$ cat config.mk
export PLATFORM = sky130hd
export DESIGN_NAME = demux_1_4_buf_flat
export DESIGN_NICKNAME = d
export VERILOG_FILES = /design/src/rtl/demux_1_4_buf_if.sv /design/src/rtl/demux_1_4_buf.sv /design/src/flat_wrapper.sv
export SDC_FILE = /design/constraint.sdc
export NUM_CORES = 1
export LEC_CHECK = 0
export BUFFER_PORTS_ARGS = -buffer_cell sky130_fd_sc_hd__buf_4
export CAP_MARGIN = 10
export CORE_UTILIZATION = 30
export CTS_BUF_LIST = sky130_fd_sc_hd__clkbuf_16
export CTS_CLUSTER_SIZE = 40
export DETAILED_ROUTE_END_ITERATION = 10
export RECOVER_POWER = 100
export SLEW_MARGIN = 20
export SYNTH_ARGS = -nofsm -noshare
export SYNTH_HDL_FRONTEND = slang
export SYNTH_SLANG_ARGS = --single-unit
export TNS_END_PERCENT = 10
$ cat constraint.sdc
create_clock -name clk -period 2.35 [get_ports clk]
set_input_delay 0 -clock clk [delete_from_list [all_inputs] [get_ports clk]]
set_output_delay 0 -clock clk [all_outputs]
set_load 0.03 [all_outputs]
$ cat src/rtl/demux_1_4_buf_if.sv
// Handshake bundle for the buffered 1:4 demultiplexer: one upstream sample
// stream in, four independently stalled channel outputs plus a transfer count.
interface demux_1_4_buf_if #(
    parameter int DATA_W = 8,
    parameter int CNT_W  = 8
);
    logic              E;
    logic              s0;
    logic              s1;
    logic              in_valid;
    logic              in_ready;
    logic [DATA_W-1:0] in_data;
    logic [3:0]        out_valid;
    logic [3:0]        out_ready;
    logic [DATA_W-1:0] out_data0;
    logic [DATA_W-1:0] out_data1;
    logic [DATA_W-1:0] out_data2;
    logic [DATA_W-1:0] out_data3;
    logic [CNT_W-1:0]  xfer_cnt;

    modport master (
        output E, s0, s1, in_valid, in_data, out_ready,
        input  in_ready, out_valid, out_data0, out_data1, out_data2, out_data3, xfer_cnt
    );

    modport slave (
        input  E, s0, s1, in_valid, in_data, out_ready,
        output in_ready, out_valid, out_data0, out_data1, out_data2, out_data3, xfer_cnt
    );
endinterface

$ cat src/rtl/demux_1_4_buf.sv
// 1-to-4 demultiplexer with a one-entry holding register per channel, so a
// stalled consumer blocks only its own channel; counts accepted samples.
module demux_1_4_buf #(
    parameter int DATA_W = 8,
    parameter int CNT_W  = 8
) (
    input  logic             clk,
    input  logic             rst_n,
    demux_1_4_buf_if.slave   bus
);

    logic [1:0]        sel_s;
    logic              ready_s;
    logic              accept_s;
    logic [3:0]        wr_s;
    logic [3:0]        drain_s;
    logic [3:0]        full_r;
    logic [DATA_W-1:0] data_r [4];
    logic [CNT_W-1:0]  cnt_r;

    // Ready looks through to the selected consumer so a draining channel takes a new sample with no bubble
    always_comb begin
        sel_s    = {bus.s1, bus.s0};
        ready_s  = bus.E & (~full_r[sel_s] | bus.out_ready[sel_s]);
        accept_s = bus.in_valid & ready_s;
        drain_s  = full_r & bus.out_ready;
        if (accept_s) begin
            wr_s = 4'b0001 << sel_s;
        end else begin
            wr_s = 4'b0000;
        end
    end

    // Channel flags, held samples and the wrapping transfer counter
    always_ff @(posedge clk or negedge rst_n) begin
        if (!rst_n) begin
            full_r <= 4'b0000;
            for (int k = 0; k < 4; k++) begin
                data_r[k] <= '0;
            end
            cnt_r <= '0;
        end else begin
            full_r <= wr_s | (full_r & ~drain_s);
            for (int k = 0; k < 4; k++) begin
                if (wr_s[k]) begin
                    data_r[k] <= bus.in_data;
                end
            end
            if (accept_s) begin
                cnt_r <= cnt_r + CNT_W'(1);
            end
        end
    end

    assign bus.in_ready  = ready_s;
    assign bus.out_valid = full_r;
    assign bus.out_data0 = data_r[0];
    assign bus.out_data1 = data_r[1];
    assign bus.out_data2 = data_r[2];
    assign bus.out_data3 = data_r[3];
    assign bus.xfer_cnt  = cnt_r;

endmodule

$ cat src/flat_wrapper.sv
// flat-port wrapper written by rule: the top's interface ports become plain ports
module demux_1_4_buf_flat 
#(
    parameter int DATA_W = 8,
    parameter int CNT_W  = 8
)
  (clk, rst_n, bus_E, bus_s0, bus_s1, bus_in_valid, bus_in_data, bus_out_ready, bus_in_ready, bus_out_valid, bus_out_data0, bus_out_data1, bus_out_data2, bus_out_data3, bus_xfer_cnt);
  demux_1_4_buf_if #(.DATA_W(DATA_W), .CNT_W(CNT_W)) bus_i ();
  input  logic clk;
  input  logic rst_n;
  input wire logic [$bits(bus_i.E)-1:0] bus_E;
  input wire logic [$bits(bus_i.s0)-1:0] bus_s0;
  input wire logic [$bits(bus_i.s1)-1:0] bus_s1;
  input wire logic [$bits(bus_i.in_valid)-1:0] bus_in_valid;
  input wire logic [$bits(bus_i.in_data)-1:0] bus_in_data;
  input wire logic [$bits(bus_i.out_ready)-1:0] bus_out_ready;
  output wire logic [$bits(bus_i.in_ready)-1:0] bus_in_ready;
  output wire logic [$bits(bus_i.out_valid)-1:0] bus_out_valid;
  output wire logic [$bits(bus_i.out_data0)-1:0] bus_out_data0;
  output wire logic [$bits(bus_i.out_data1)-1:0] bus_out_data1;
  output wire logic [$bits(bus_i.out_data2)-1:0] bus_out_data2;
  output wire logic [$bits(bus_i.out_data3)-1:0] bus_out_data3;
  output wire logic [$bits(bus_i.xfer_cnt)-1:0] bus_xfer_cnt;
  assign bus_i.E = bus_E;
  assign bus_i.s0 = bus_s0;
  assign bus_i.s1 = bus_s1;
  assign bus_i.in_valid = bus_in_valid;
  assign bus_i.in_data = bus_in_data;
  assign bus_i.out_ready = bus_out_ready;
  assign bus_in_ready = bus_i.in_ready;
  assign bus_out_valid = bus_i.out_valid;
  assign bus_out_data0 = bus_i.out_data0;
  assign bus_out_data1 = bus_i.out_data1;
  assign bus_out_data2 = bus_i.out_data2;
  assign bus_out_data3 = bus_i.out_data3;
  assign bus_xfer_cnt = bus_i.xfer_cnt;
  demux_1_4_buf #(.DATA_W(DATA_W), .CNT_W(CNT_W)) u_core (.clk(clk), .rst_n(rst_n), .bus(bus_i));
endmodule
Yosys cells after proc, flatten, opt, wreduce, memory -nomap -nowiden
Index checks and enable logic that the tools add are counted.

word-level totals
  flip-flop bits (word level) = 44
  word-level logic and storage cells = 22
  output and inout port bits = 45

operators by class
  $lt $le $gt $ge = 1
  mux-type cells = 5
  bitwise logic cells = 8
  shift operators = 1
  $add $sub $neg = 1

operator list
  cell                                                count
  adder 8 x 1 -> 8 bit, second input constant         1
  AND 4 bit                                           2
  binary-select mux 1 bit (select 2 bit)              2
  two-way mux 4 bit                                   1
  NOT 4 bit                                           1
  OR 4 bit                                            1
  << shifter 1 x 2 -> 4 bit, first input constant     1
  < comparator 2 x 3 -> 1 bit, second input constant  1
  AND 1 bit                                           2
  two-way mux 1 bit                                   2
  NOT 1 bit                                           1
  OR 1 bit                                            1

Longest topological paths before layout
Gate-level depths: netlist of run 1.

  word-level depth = 8
  mapped depth = 5

Worst setup path before layout of run 1
OpenSTA, ideal clock, no wires.

  kind = register -> register
  start = reg u_core.full_r[0] (netlist: u_core.bus.out_valid[0])
  end = reg u_core.cnt_r[1] (netlist: u_core.bus.xfer_cnt[1])
  data arrival time = 1.742 ns
  buffers on the path = 0
  cell stages (with the launch flop) = 5
  clock period less this slack = 1.867 ns
  setup slack = 0.483 ns
  path through = dfrtp_1 > nor2b_1 > mux4_2 > nor2_1 > mux2_2

between the ends
  cells in the longest elaborated chain, start to end = 6

RTL lines
  what                                     RTL line             RTL
  start: declaration                       demux_1_4_buf.sv:17  logic [3:0] full_r;
  start signal: assignment                 demux_1_4_buf.sv:43  full_r <= wr_s | (full_r & ~drain_s);
  binary-select mux 1 bit (select 2 bit)   demux_1_4_buf.sv:24  ready_s = bus.E & (~full_r[sel_s] | bus.out_ready[sel_s]);
  two-way mux 1 bit (not written as such)  demux_1_4_buf.sv:24
  NOT 1 bit                                demux_1_4_buf.sv:24
  OR 1 bit                                 demux_1_4_buf.sv:24
  AND 1 bit                                demux_1_4_buf.sv:24
  AND 1 bit                                demux_1_4_buf.sv:25  accept_s = bus.in_valid & ready_s;
  end signal: assignment                   demux_1_4_buf.sv:50  cnt_r <= cnt_r + CNT_W'(1);
  end: declaration                         demux_1_4_buf.sv:19  logic [CNT_W-1:0] cnt_r;

No other way between the ends. The select of a mux whose other input is x is not followed.
A chain may end at the register's enable or synchronous reset.

Final worst setup path of run 1
  start = reg u_core.full_r[0] (netlist: u_core.bus.out_valid[0])
  end = out bus_in_ready

between the ends
  cells in the longest elaborated chain, start to end = 5

RTL lines
  what                                     RTL line             RTL
  binary-select mux 1 bit (select 2 bit)   demux_1_4_buf.sv:24
  two-way mux 1 bit (not written as such)  demux_1_4_buf.sv:24
  NOT 1 bit                                demux_1_4_buf.sv:24
  OR 1 bit                                 demux_1_4_buf.sv:24
  AND 1 bit                                demux_1_4_buf.sv:24
  end: declaration                         flat_wrapper.sv:17   output wire logic [$bits(bus_i.in_ready)-1:0] bus_in_ready;

No other way between the ends. The select of a mux whose other input is x is not followed.

==> impl_metrics.csv, run 1 <==
group,metric,value,unit
synthesis,ys_types,20,
sta,rsz0062_at_grt,"false",
floorplan,fp.dieW,79.1,um
clock_network,numCtsBuffers,5,
clock_network,cts-resized-gates,0,
drt,drt-initial-drc-count,55,
synthesis,synth-seq-area-share,61.7,%
setup_path,worstPathArrival,1.83,ns
floorplan,die_h,79.1,um
sta,skew,0.00393,ns
synthesis,synth_nets,141,
drt,viasPerCell,4.65,
clock_network,clk_path_buf_depth,2,
drt,drc_errors,0,
setup_path,worstSetupStartpointType,"register",
run,maxCapViolCount,0,
synthesis,synth.area.top_cells,"dfrtp_1, mux2_2, xor2_1, nand3_1, nor2b_1",
layout,fill_cells,570,
drt,first_pass_iters,4,
floorplan,start_util,31.8,%
layout,fin_nets,218,
setup_path,reg2reg_setup_slack,0.58,ns
synthesis,syn_area,0.00179,mm^2
clock_network,holdBufCountCts,9,
sta,tightest_slew,1.11,ns
layout,final_cell_mix,"clkbuf_1, dfrtp_1, mux2_2",
global_route,antenna_found_initial,0,
sta,timing.final.ws_setup,0.523,ns
floorplan,pin_count,63,
sta,setup_viol,0,
floorplan,core-area,0.00561,mm^2
clock_network,cts.sink_count,44,
sta,period_share,77.8,%
synthesis,post_synth.cell_area_avg,14.6,um^2
drt,drt-wirelength-per-cell,14.9,um
global_route,grtUsageTotal,14.2,%
setup_path,cp_max_fo,8,
drt,vias,1266,
clock_network,cts_setup_buffers,0,
setup_path,crit_path_end_kind,"output pin",
clock_network,cts_max_level,2,
clock_network,cts-root-buf,"clkbuf_16",
hold_path,hold_start,"bus_out_ready[2]",
hold_path,hold_class,"in2reg",
global_route,gr-total-overflow,0,
power,max-vdd-ir-drop,0.000428,V
global_route,first_global_vias,1303,
synthesis,yosys.area.top_type,"dfrtp_1",
synthesis,synth_warnings,0,
setup_path,rr_worst_depth,4,
layout,seq_area,0.00110,mm^2
floorplan,num_rows,27,
power,power.leakage,1.06,nW
run_status,status,"completed",
layout,multi_input_area,653,um^2
placed_design,pre_cts_slack,0.576,ns
floorplan,die_area,0.00626,mm^2
sta,max-slew-margin-rel,25.8,%
drt,drt-total-wl,4050,um
sta,timing.final.crit_period,1.83,ns
clock_network,cts_tree,"done",
placed_design,io_buffers,62,
global_route,grt_first_pass_wirelength,6640,um
sta,slew_violations,0,
placed_design,gp_congestion,0.765,
sta,fmax,0.547,GHz
synthesis,synth-seq-cells,44,
setup_path,worst-setup-path-type,"reg2out",
layout,final_common_cell,"clkbuf_1",
placed_design,dp_hpwl,2840,um
sta,tns,0,ns
hold_path,whs_endpoint,"u_core.bus.out_valid[2]$_DFF_PN0_",
global_route,grt_max_degree,45,
drt,ant_nets,0,
layout,syn_to_final_growth,34.5,%
clock_network,path_clk_slew,0.06,ns
clock_network,insertion_delay,0.28,ns
synthesis,synth_cells,122,
setup_path,r2r-start,"u_core.bus.out_valid[0]$_DFF_PN0_",
setup_path,required,2.35,ns
setup_path,r2r_end,"u_core.bus.xfer_cnt[1]$_DFFE_PN0P_",
layout,drive_above_1_share,30.5,%
hold_path,hold_depth,3,
power,power_density,1090,mW/mm^2
layout,diodes,0,
sta,hold_viol_final,0,
synthesis,yosys.area.top_type_share,61.7,%
## how the worst max path moves through the flow
stage                                                  from                                   to  slack (ns)  depth (start not counted)
after global routing      u_core.bus.out_valid[1]$_DFF_PN0_  u_core.bus.out_data1[6]$_DFFE_PN0P_        0.41                          4
final                     u_core.bus.out_valid[0]$_DFF_PN0_                         bus_in_ready        0.52                          4
after floorplan           u_core.bus.out_valid[0]$_DFF_PN0_   u_core.bus.xfer_cnt[1]$_DFFE_PN0P_        0.48                          4
after global placement    u_core.bus.out_valid[0]$_DFF_PN0_   u_core.bus.xfer_cnt[1]$_DFFE_PN0P_        0.60                          4
after detailed placement  u_core.bus.out_valid[0]$_DFF_PN0_   u_core.bus.xfer_cnt[1]$_DFFE_PN0P_        0.58                          4
after CTS                 u_core.bus.out_valid[0]$_DFF_PN0_   u_core.bus.xfer_cnt[1]$_DFFE_PN0P_        0.57                          4
## flip-flops by register name (all words and copies together), names as in the netlist
| name | count |
|---|---|
| u_core.bus.out_data2 | 8 |
| u_core.bus.out_data0 | 8 |
| u_core.bus.xfer_cnt | 8 |
| u_core.bus.out_data1 | 8 |
| u_core.bus.out_data3 | 8 |
| u_core.bus.out_valid | 4 |
## cells in the mapped netlist
cell,n
ha_1,1
inv_1,1
nor3_2,1
buf_6,1
nor2b_1,4
buf_2,1
nor4_4,1
nor2_1,4
or2_2,2
nor3_1,4
nand4_1,2
nor4_2,1
mux2_2,33
nand2_1,5
dfrtp_1,44
xor2_1,7
mux4_2,1
and2_1,1
nand3_1,6
nand2b_1,2
## through the flow
| step | utilization, % | hold WS (ns) | power, W | std cells | instance area (um^2) |
|---|---|---|---|---|---|
| 2_1_floorplan | - | -0.296 | 0.00163 | 122 | 1790 |
| 3_3_place_gp | 41.6 | 0.0416 | 0.00202 | 255 | 2330 |
| 3_5_place_dp | 41.6 | 0.0409 | 0.00204 | 255 | 2330 |
| 4_1_cts | 46.1 | 0.0145 | 0.00282 | 272 | 2580 |
| 5_1_grt | 42.8 | 0.0246 | 0.00277 | 272 | 2400 |
| 6_report | 42.8 | 0.0127 | 0.00263 | 272 | 2400 |
## metal layers
metal / vias up / GRT usage [%] / part of all wire (%)
met1: 636 / 18.8 / 44
li1: 580 / - / -
met3: 3 / 5.40 / 7.0
met4: 0 / 2.73 / 0.47
met2: 47 / 22.1 / 49
met5: - / 0 / 0
## cell type report
cell class	instances	share of cell area, %
timing repair buffer	72	16.3
clock buffer	5	5.21
clock inverter	3	1.56
multi-input combinational	75	27.2
sequential	44	45.8
tap	72	3.75
inverter	1	0.156
## power by group
| group | internal, W | total, W | leakage, nW | switching [W] |
|---|---|---|---|---|
| registers | 0.000937 | 0.00108 | 0.538 | 0.000138 |
| clock network | 0.000494 | 0.000763 | 0.0789 | 0.000269 |
| logic | 0.000241 | 0.000790 | 0.447 | 0.000549 |
| total | 0.00167 | 0.00263 | 1.06 | 0.000956 |
## worst max-delay path: stages (launching register included)
cell and delay [ns]:
dfrtp_1 0.37, nor2b_1 0.17, mux4_2 0.56, nor2_1 0.13, clkbuf_1 0.32
## logic make-up (layout without fill, tap and decap cells)
| logic type | after synthesis | count (layout) | synth area share [%] |
|---|---|---|---|
| flops | 44 | 44 | 61.7 |
| mux | 34 | 34 | 22.1 |
| simple gates | 33 | 33 | 11.0 |
| xor+xnor | 7 | 7 | 3.43 |
| buf+inv | 3 | 81 | 1.12 |
| fa+ha+maj | 1 | 1 | 0.701 |
Note: power is estimated with default switching activity, not from simulation.
==> run 2: changes to the inputs <==
clock period = 1.75 ns   (was 2.35 ns; I/O delays follow)
==> impl_metrics.csv, run 2 (same netlist as run 1, synthesis figures left out) <==
group,metric,value,unit
global_route,first_global_vias,1334,
global_route,grtUsageTotal,14.0,%
power,pwr-share-clk,26.1,%
sta,hold_viol_final,0,
sta,rsz0062_at_grt,"true",
floorplan,die_h,79.1,um
sta,max-slew-margin-rel,26.5,%
drt,ant_nets,0,
placed_design,gp_congestion,0.762,
drt,vias,1271,
hold_path,hold_class,"in2reg",
global_route,grt_max_degree,45,
drt,drt-initial-drc-count,34,
drt,first_pass_iters,4,
layout,fin_nets,220,
clock_network,insertion_delay,0.28,ns
power,p_seq_share,42.3,%
layout,final_common_cell,"clkbuf_1",
global_route,grt_first_pass_wirelength,6520,um
clock_network,path_clk_slew,0.06,ns
layout,syn_to_final_growth,36.0,%
floorplan,fp.dieW,79.1,um
sta,skew,0.00300,ns
placed_design,dp_hpwl,2710,um
clock_network,cts_max_level,2,
setup_path,required,1.92,ns
power,p_comb_share,31.7,%
clock_network,clk_path_buf_depth,2,
global_route,gr-total-overflow,0,
power,switching_power,0.00129,W
sta,fmax,0.583,GHz
run_status,status,"completed",
placed_design,placed_area,0.00237,mm^2
clock_network,cts_setup_buffers,0,
layout,diodes,0,
sta,timing.final.crit_period,1.72,ns
sta,period_share,98.0,%
setup_path,cp_max_fo,8,
layout,drive_above_1_share,36.1,%
power,switching_share,37.9,%
floorplan,start_util,31.8,%
drt,drt-wirelength-per-cell,14.6,um
clock_network,cts-resized-gates,0,
power,p_int,0.00212,W
run,maxCapViolCount,0,
global_route,antenna_found_initial,0,
floorplan,pin_count,63,
setup_path,worstPathArrival,1.88,ns
drt,drt-total-wl,3990,um
setup_path,worst-setup-path-type,"reg2reg",
sta,tightest_slew,1.10,ns
clock_network,numCtsBuffers,5,
layout,seq_area,0.00111,mm^2
setup_path,worstSetupStartpointType,"register",
sta,setup_viol,0,
clock_network,cts-root-buf,"clkbuf_16",
power,max-vdd-ir-drop,0.000708,V
setup_path,crit_path_end_kind,"register",
drt,viasPerCell,4.64,
layout,fin_area,0.00243,mm^2
floorplan,die_area,0.00626,mm^2
clock_network,cts_tree,"done",
placed_design,dpl.cell_count,257,
floorplan,core-area,0.00561,mm^2
power,power.leakage,1.07,nW
clock_network,cts.sink_count,44,
sta,slew_violations,0,
sta,fin_hold_ws,0.00687,ns
layout,multi_input_area,677,um^2
layout,finalNonFillerCells,274,
placed_design,io_buffers,62,
layout,final_cell_mix,"clkbuf_1, dfrtp_1, mux2_2",
layout,fill_cells,580,
floorplan,num_rows,27,
power,power_density,1400,mW/mm^2
drt,drc_errors,0,
-- run 2: cell count changes in the layout (fill, tap and decap cells not counted), moves of 2 or more --
cell and delta:
dfrtp_1 -4, clkbuf_1 -2, buf_4 +3, dfrtp_2 +4, nor2b_4 +2, nor2b_1 -2
-- run 2: path summary, 6_finish.rpt --
path	from	to	slack (ns)	cells after the start
max in group asynchronous	rst_n	u_core.bus.out_valid[0]$_DFF_PN0_	0.53	2
min	bus_out_ready[2]	u_core.bus.out_valid[2]$_DFF_PN0_	0.007	3
max reg2reg	u_core.bus.out_valid[2]$_DFF_PN0_	u_core.bus.xfer_cnt[1]$_DFFE_PN0P_	0.03	4
min reg2reg	u_core.bus.xfer_cnt[7]$_DFFE_PN0P_	u_core.bus.xfer_cnt[7]$_DFFE_PN0P_	0.48	1
max	u_core.bus.out_valid[2]$_DFF_PN0_	u_core.bus.xfer_cnt[1]$_DFFE_PN0P_	0.03	4
min in group asynchronous	rst_n	u_core.bus.xfer_cnt[7]$_DFFE_PN0P_	0.46	2
-- run 2: routing by layer --
metal	vias to the layer above	track usage, %	part of all wire, %	routed length [um]
met5	-	0	0	0
met4	0	4.91	0.95	38
met3	3	5.63	8.9	357
met2	52	20.6	43	1720
met1	626	18.4	47	1880
li1	590	-	-	-
-- run 2: stage by stage --
step	setup TNS (ns)	utilization [%]	total power [W]	worst slack [ns]
2_1_floorplan	0	-	0.00219	0.00403
3_3_place_gp	0	42.3	0.00272	0.0689
3_5_place_dp	0	42.3	0.00273	0.0437
4_1_cts	0	46.4	0.00366	0.0308
5_1_grt	-0.0651	43.3	0.00358	-0.0286
6_report	0	43.3	0.00341	0.0345
-- run 2: timing repair --
action | CTS | global route
hold buffers | 9 | 0
hold endpoints to repair | 76 | 0
setup endpoints to repair | 0 | 3
-- run 2: cell type report --
cell class	count	area share, %
clock buffers	5	5.15
clock inverters	3	0.618
inverters	1	0.155
multi-input cells	75	27.9
flip-flops and latches	44	45.5
well taps	72	3.71
repair buffers	74	17.0
-- run 2: worst max-delay path, cell delays in order (launching register included) --
cell,delay [ns]
dfrtp_2,0.41
nor2b_1,0.13
mux4_2,0.55
nor2_2,0.16
mux2_2,0.34
-- run 2: power by group through the flow --
stage / Combinational (W) / Sequential [W] / Clock [W]
floorplan: 0.000274 / 0.00192 / 0
global placement: 0.00126 / 0.00146 / 0
detailed placement: 0.00127 / 0.00146 / 0
CTS: 0.00129 / 0.00145 / 0.000926
global route: 0.00115 / 0.00148 / 0.000957
finish: 0.00108 / 0.00144 / 0.000888
